`config.mk`:
```
export PLATFORM = sky130hd
export DESIGN_NAME = seg_scan_driver
export DESIGN_NICKNAME = d
export VERILOG_FILES = /design/src/rtl/seg_scan_driver.sv
export SDC_FILE = /design/constraint.sdc
export NUM_CORES = 1
export LEC_CHECK = 0
export CAP_MARGIN = 25
export CORE_MARGIN = 4
export CORE_UTILIZATION = 50
export DETAILED_ROUTE_END_ITERATION = 7
export DONT_BUFFER_PORTS = 1
export PLACE_DENSITY_LB_ADDON = 0.15
export SYNTH_ARGS = -nofsm -noshare
export SYNTH_HDL_FRONTEND = slang
export SYNTH_SLANG_ARGS = --single-unit
```
`constraint.sdc`:
```
create_clock -name clk -period 2.88 [get_ports clk]
set_clock_uncertainty 0.15 [all_clocks]
set_input_delay 0.288 -clock clk [delete_from_list [all_inputs] [get_ports clk]]
set_output_delay 0.288 -clock clk [all_outputs]
set_load 0.01 [all_outputs]
```
`src/rtl/seg_scan_driver.sv`:
```
// Multiplexed 7-segment scanner: shadow-registered digit codes, prescaled digit
// rotation, one blank anode cycle per slot, leading-zero suppression, pin polarity.
`timescale 1ns/1ps
module seg_scan_driver #(
    parameter int DIGITS         = 4,
    parameter int SCAN_DIV       = 50000,
    parameter int HEX_MODE       = 0,
    parameter int SEG_ACTIVE_LOW = 0,
    parameter int AN_ACTIVE_LOW  = 1
) (
    input  logic                  clk,
    input  logic                  rst,
    input  logic                  load,
    input  logic [4*DIGITS-1:0]   value,
    input  logic [DIGITS-1:0]     dp_in,
    input  logic                  blank_lz,
    output logic [6:0]            seg,
    output logic                  dp,
    output logic [DIGITS-1:0]     an,
    output logic                  slot_tick
);
    localparam int IW = (DIGITS > 1) ? $clog2(DIGITS) : 1;
    localparam int CW = $clog2(SCAN_DIV);
    localparam logic [CW-1:0] CNT_LAST = CW'(SCAN_DIV - 1);
    localparam logic [IW-1:0] IDX_LAST = IW'(DIGITS - 1);
    localparam logic SEG_INV = (SEG_ACTIVE_LOW != 0);
    localparam logic AN_INV  = (AN_ACTIVE_LOW != 0);
    localparam logic HEX_EN  = (HEX_MODE != 0);

    logic [CW-1:0]         r_cnt;
    logic [IW-1:0]         r_idx;
    logic [4*DIGITS-1:0]   r_val;
    logic [DIGITS-1:0]     r_dp;
    logic                  r_blz;

    logic                  w_tick;
    logic [3:0]            w_nib;
    logic                  w_dp;
    logic                  w_lz;
    logic                  w_zero_above;
    logic [6:0]            w_seg;
    logic [DIGITS-1:0]     w_an_onehot;

    function automatic logic [6:0] f_decode(input logic [3:0] code);
        logic [6:0] pat;
        case (code)
            4'd0:  pat = 7'b1111110;
            4'd1:  pat = 7'b0110000;
            4'd2:  pat = 7'b1101101;
            4'd3:  pat = 7'b1111001;
            4'd4:  pat = 7'b0110011;
            4'd5:  pat = 7'b1011011;
            4'd6:  pat = 7'b1011111;
            4'd7:  pat = 7'b1110000;
            4'd8:  pat = 7'b1111111;
            4'd9:  pat = 7'b1111011;
            4'd10: pat = HEX_EN ? 7'b1110111 : 7'b0000000;
            4'd11: pat = HEX_EN ? 7'b0011111 : 7'b0000000;
            4'd12: pat = HEX_EN ? 7'b1001110 : 7'b0000000;
            4'd13: pat = HEX_EN ? 7'b0111101 : 7'b0000000;
            4'd14: pat = HEX_EN ? 7'b1001111 : 7'b0000000;
            default: pat = HEX_EN ? 7'b1000111 : 7'b0000000;
        endcase
        return pat;
    endfunction

    assign w_tick    = (r_cnt == CNT_LAST);
    assign slot_tick = w_tick;

    always_ff @(posedge clk or posedge rst) begin
        if (rst) begin
            r_cnt <= '0;
            r_idx <= '0;
        end else if (w_tick) begin
            r_cnt <= '0;
            r_idx <= (r_idx == IDX_LAST) ? '0 : r_idx + IW'(1);
        end else begin
            r_cnt <= r_cnt + CW'(1);
        end
    end

    always_ff @(posedge clk or posedge rst) begin
        if (rst) begin
            r_val <= '0;
            r_dp  <= '0;
            r_blz <= 1'b0;
        end else if (load) begin
            r_val <= value;
            r_dp  <= dp_in;
            r_blz <= blank_lz;
        end
    end

    // Walk from the top digit down so w_zero_above covers digits DIGITS-1..i.
    always_comb begin
        w_nib        = 4'd0;
        w_dp         = 1'b0;
        w_lz         = 1'b0;
        w_zero_above = 1'b1;
        w_an_onehot  = '0;
        for (int i = DIGITS - 1; i >= 0; i--) begin
            w_zero_above = w_zero_above & (r_val[4*i +: 4] == 4'd0);
            if (IW'(i) == r_idx) begin
                w_nib          = r_val[4*i +: 4];
                w_dp           = r_dp[i];
                w_lz           = r_blz && (i != 0) && w_zero_above;
                w_an_onehot[i] = 1'b1;
            end
        end
    end

    assign w_seg = w_lz ? 7'b0000000 : f_decode(w_nib);

    // The anodes go dark for the cycle after each tick so the old pattern never ghosts.
    always_ff @(posedge clk or posedge rst) begin
        if (rst) begin
            seg <= {7{SEG_INV}};
            dp  <= SEG_INV;
            an  <= {DIGITS{AN_INV}};
        end else begin
            seg <= w_seg ^ {7{SEG_INV}};
            dp  <= w_dp ^ SEG_INV;
            an  <= (w_tick ? '0 : w_an_onehot) ^ {DIGITS{AN_INV}};
        end
    end
endmodule
```
==> run_results.csv <==
group,metric,value,unit
floorplanning,core,0.00475,sq mm
drt,drtIter0Drc,106,
flow_run,max_cap_viol_count,0,
placement,place_hpwl,3320,um
floorplanning,initial_core_util,0.517,
drt,wl_per_cell,14.7,um
logic_synthesis,syn_avg_cell_area,11.3,sq um
cts,post-cts-setup-buffers,0,
critical_path,worstSetupEndpointType,"flip-flop",
drt,dr.pass1.iters,4,
grt,grt_pass1_wl,8050,um
logic_synthesis,synth_cell_types,43,
logic_synthesis,synth.area.top_cells,"dfrtp_1 (48%), mux2_2 (9.6%), ha_1 (5.1%)",
timing,rsz0062_at_grt,"no",
power,power.internal,1.10,mW
final_layout,final_common_cell,"dfrtp_1",
final_layout,diodes,0,
critical_path,r2r_end,"seg[6]",
power,combPwrFrac,0.106,
floorplanning,dieArea,0.00610,sq mm
timing,worst_slew_pin_slew,0.878,ns
cts,clk_latency,0.30,ns
logic_synthesis,async_flop_share,1.00,
cts,tritoncts,"done",
power,ir_worst_vdd,0.292,mV
logic_synthesis,syn_area,0.00246,sq mm
grt,antenna_found_initial,0,
floorplanning,ios,37,
cts,cts.sinks,51,
status,outcome,"completed",
logic_synthesis,synth_cells,218,
critical_path,path_class,"flip-flop to flip-flop",
critical_path,arrival,2.65,ns
drt,final_antenna_net_count,0,
logic_synthesis,synth_edf_count,0,
timing,max_slew_margin,0.413,
cts,path_clk_slew,0.09,ns
final_layout,finalInstanceArea,0.00285,sq mm
drt,routed_wl,4550,um
critical_path,slowest_delay,0.44,ns
logic_synthesis,ys_ff_latch,51,
critical_path,path_cells,"inv_1 > ha_1 > a211oi_1 > a221oi_2 > inv_1 > ha_1 > mux2_2 > a21oi_1",
timing,timing.final.crit_share,0.892,
final_layout,areaGrowthSynthToFinish,16.0,%
power,power.density,500,mW/mm^2
floorplanning,rows,25,
power,p_sw,325,uW
floorplanning,die_h,78.1,um
critical_path,cp_max_fo,13,
grt,grt_start_max_net_pins,52,
power,p_leak,1.20,nW
timing,fmax,389,MHz
timing,period_minus_slack,2.57,ns
timing,slew_viol_final,0,
timing,final-hold-violation-count,0,
final_layout,final_util,0.599,
final_layout,num-fill-cells,422,
critical_path,critical_path_required,2.96,ns
final_layout,drive_gt1_frac,0.157,
grt,grt_pass1_vias,1705,
timing,worst_hold_slack,0.279,ns
critical_path,ff2ff_setup_slack,0.31,ns
placement,port_buffers,0,
drt,via_per_inst,5.37,
drt,routed-via-count,1658,
placement,gp_congestion,0.836,
power,power.share.clock,0.330,
logic_synthesis,yosysSeqAreaShare,0.522,
logic_synthesis,yosys.area.top_type_share,0.479,
cts,clk_path_buf_depth,2,
grt,grt_use_total,0.167,
timing,finalSetupViolations,0,
logic_synthesis,synthFlopType,"dfrtp_1",
critical_path,r2r_cells,8,
floorplanning,die-width,78.1,um
cts,cts_made_buffers,5,
logic_synthesis,syn_nets,252,
critical_path,reg2reg_from,"r_idx[0]",
logic_synthesis,yosys_warnings,0,
hold_path,hp-class,"input port to asynchronous set/reset pin",
power,swShare,0.228,
timing,fin_tns_setup,0,ns
critical_path,crit_start,"r_idx[0]",
critical_path,worst_setup_path_start_kind,"flip-flop",
grt,grt.overflow.total,0,
cts,cts-root-buf,"clkbuf_8",
power,pwr-share-seq,0.564,
final_layout,nNetsFinal,276,
placement,placed_area,0.00250,sq mm
logic_synthesis,yosysTopAreaCell,"dfrtp_1",
final_layout,layout_common_cells,"dfrtp_1 (47), dlygate4sd3_1 (23), mux2_2 (21), nand2_1 (21), nor2_1 (18)",
power,power,1.42,mW
cts,cts_max_level,2,
critical_path,crit_path_top_delay_cell,"a221oi_2",
drt,drc,0,
==> worst max path at each step <==
| stage | cells past startpoint | slack (ns) | end |
|---|---|---|---|
| 5_1_grt | 8 | 0.02 | seg[6] |
| 3_5_place_dp | 8 | 0.33 | seg[6] |
| 6_report | 8 | 0.31 | seg[6] |
| 4_1_cts | 8 | 0.31 | seg[6] |
| 3_3_place_gp | 8 | 0.48 | seg[6] |
| 2_1_floorplan | 9 | 0.60 | seg[6] |
==> Yosys cell counts (2+ instances only) <==
cell,number
a21oi_1,8
and4_1,2
buf_1,2
buf_2,4
buf_6,2
dfrtp_1,47
dfstp_2,4
ha_1,10
inv_1,11
mux2_2,21
nand2_1,21
nand2b_1,6
nand3_1,5
nand3b_1,3
nand4_1,3
nand4b_1,2
nor2_1,18
nor3_1,2
nor3b_1,2
nor4_1,2
o211ai_1,4
o21ai_0,5
xnor2_1,8
xor2_1,7
==> layout make-up <==
type	instances	area (sq um)	share of cell area
clock inverters	1	30.0	0.0105
clock buffers	6	72.6	0.0255
inverters	11	41.3	0.0145
multi-input cells	148	1080	0.380
flip-flops and latches	51	1280	0.450
well taps	67	83.8	0.0294
repair buffers	25	258	0.0904
==> critical path, delay by kind of cell (launching register included) <==
family	cells	cell delay [ns]
flip-flops	1	0.42
multiplexers	1	0.26
AO/OA/AOI/OAI	3	0.73
adder cells (fa/ha/maj)	2	0.63
buffers and inverters	2	0.30
==> flip-flops by register name, indices dropped and copies added, names as in the netlist <==
name,flops
an,4
dp,1
r_blz,1
r_cnt,16
r_dp,4
r_idx,2
r_val,16
seg,7
==> layer usage <==
metal  vias up  part of all wire  track usage
li1        801                 -            -
met1       800              0.44        0.206
met2        47              0.48        0.278
met3        10             0.055       0.0482
met4         0             0.020       0.0647
met5         -                 0            0
==> through the flow <==
step / std cells / worst slack [ns]
finish: 309 / 0.310
global route: 309 / 0.0153
CTS: 308 / 0.313
detailed placement: 278 / 0.334
global placement: 278 / 0.480
floorplan: 218 / 0.603
==> power by group through the flow <==
stage	Clock [mW]	Sequential, mW	Combinational (mW)
2_1_floorplan	0	0.807	0.106
5_1_grt	0.522	0.810	0.170
4_1_cts	0.484	0.804	0.148
3_3_place_gp	0	0.818	0.111
6_report	0.470	0.803	0.151
3_5_place_dp	0	0.819	0.118
==> cell families after synthesis <==
group / count (synthesis) / share of synthesized area
xor gates and xnor gates: 15 / 0.0535
DFF: 51 / 0.522
AOI/OAI and AO/OA: 28 / 0.0764
and+or+nand+nor: 72 / 0.154
buffers and inverters: 19 / 0.0372
muxes: 23 / 0.106
adders and majority gates: 10 / 0.0509
==> timing repair <==
item	CTS	global route
endpoints found under the hold margin	68	0
resized for setup	0	0
endpoints found under the setup margin	0	0
hold buffers	23	0
(Power assumes the default switching activity.)
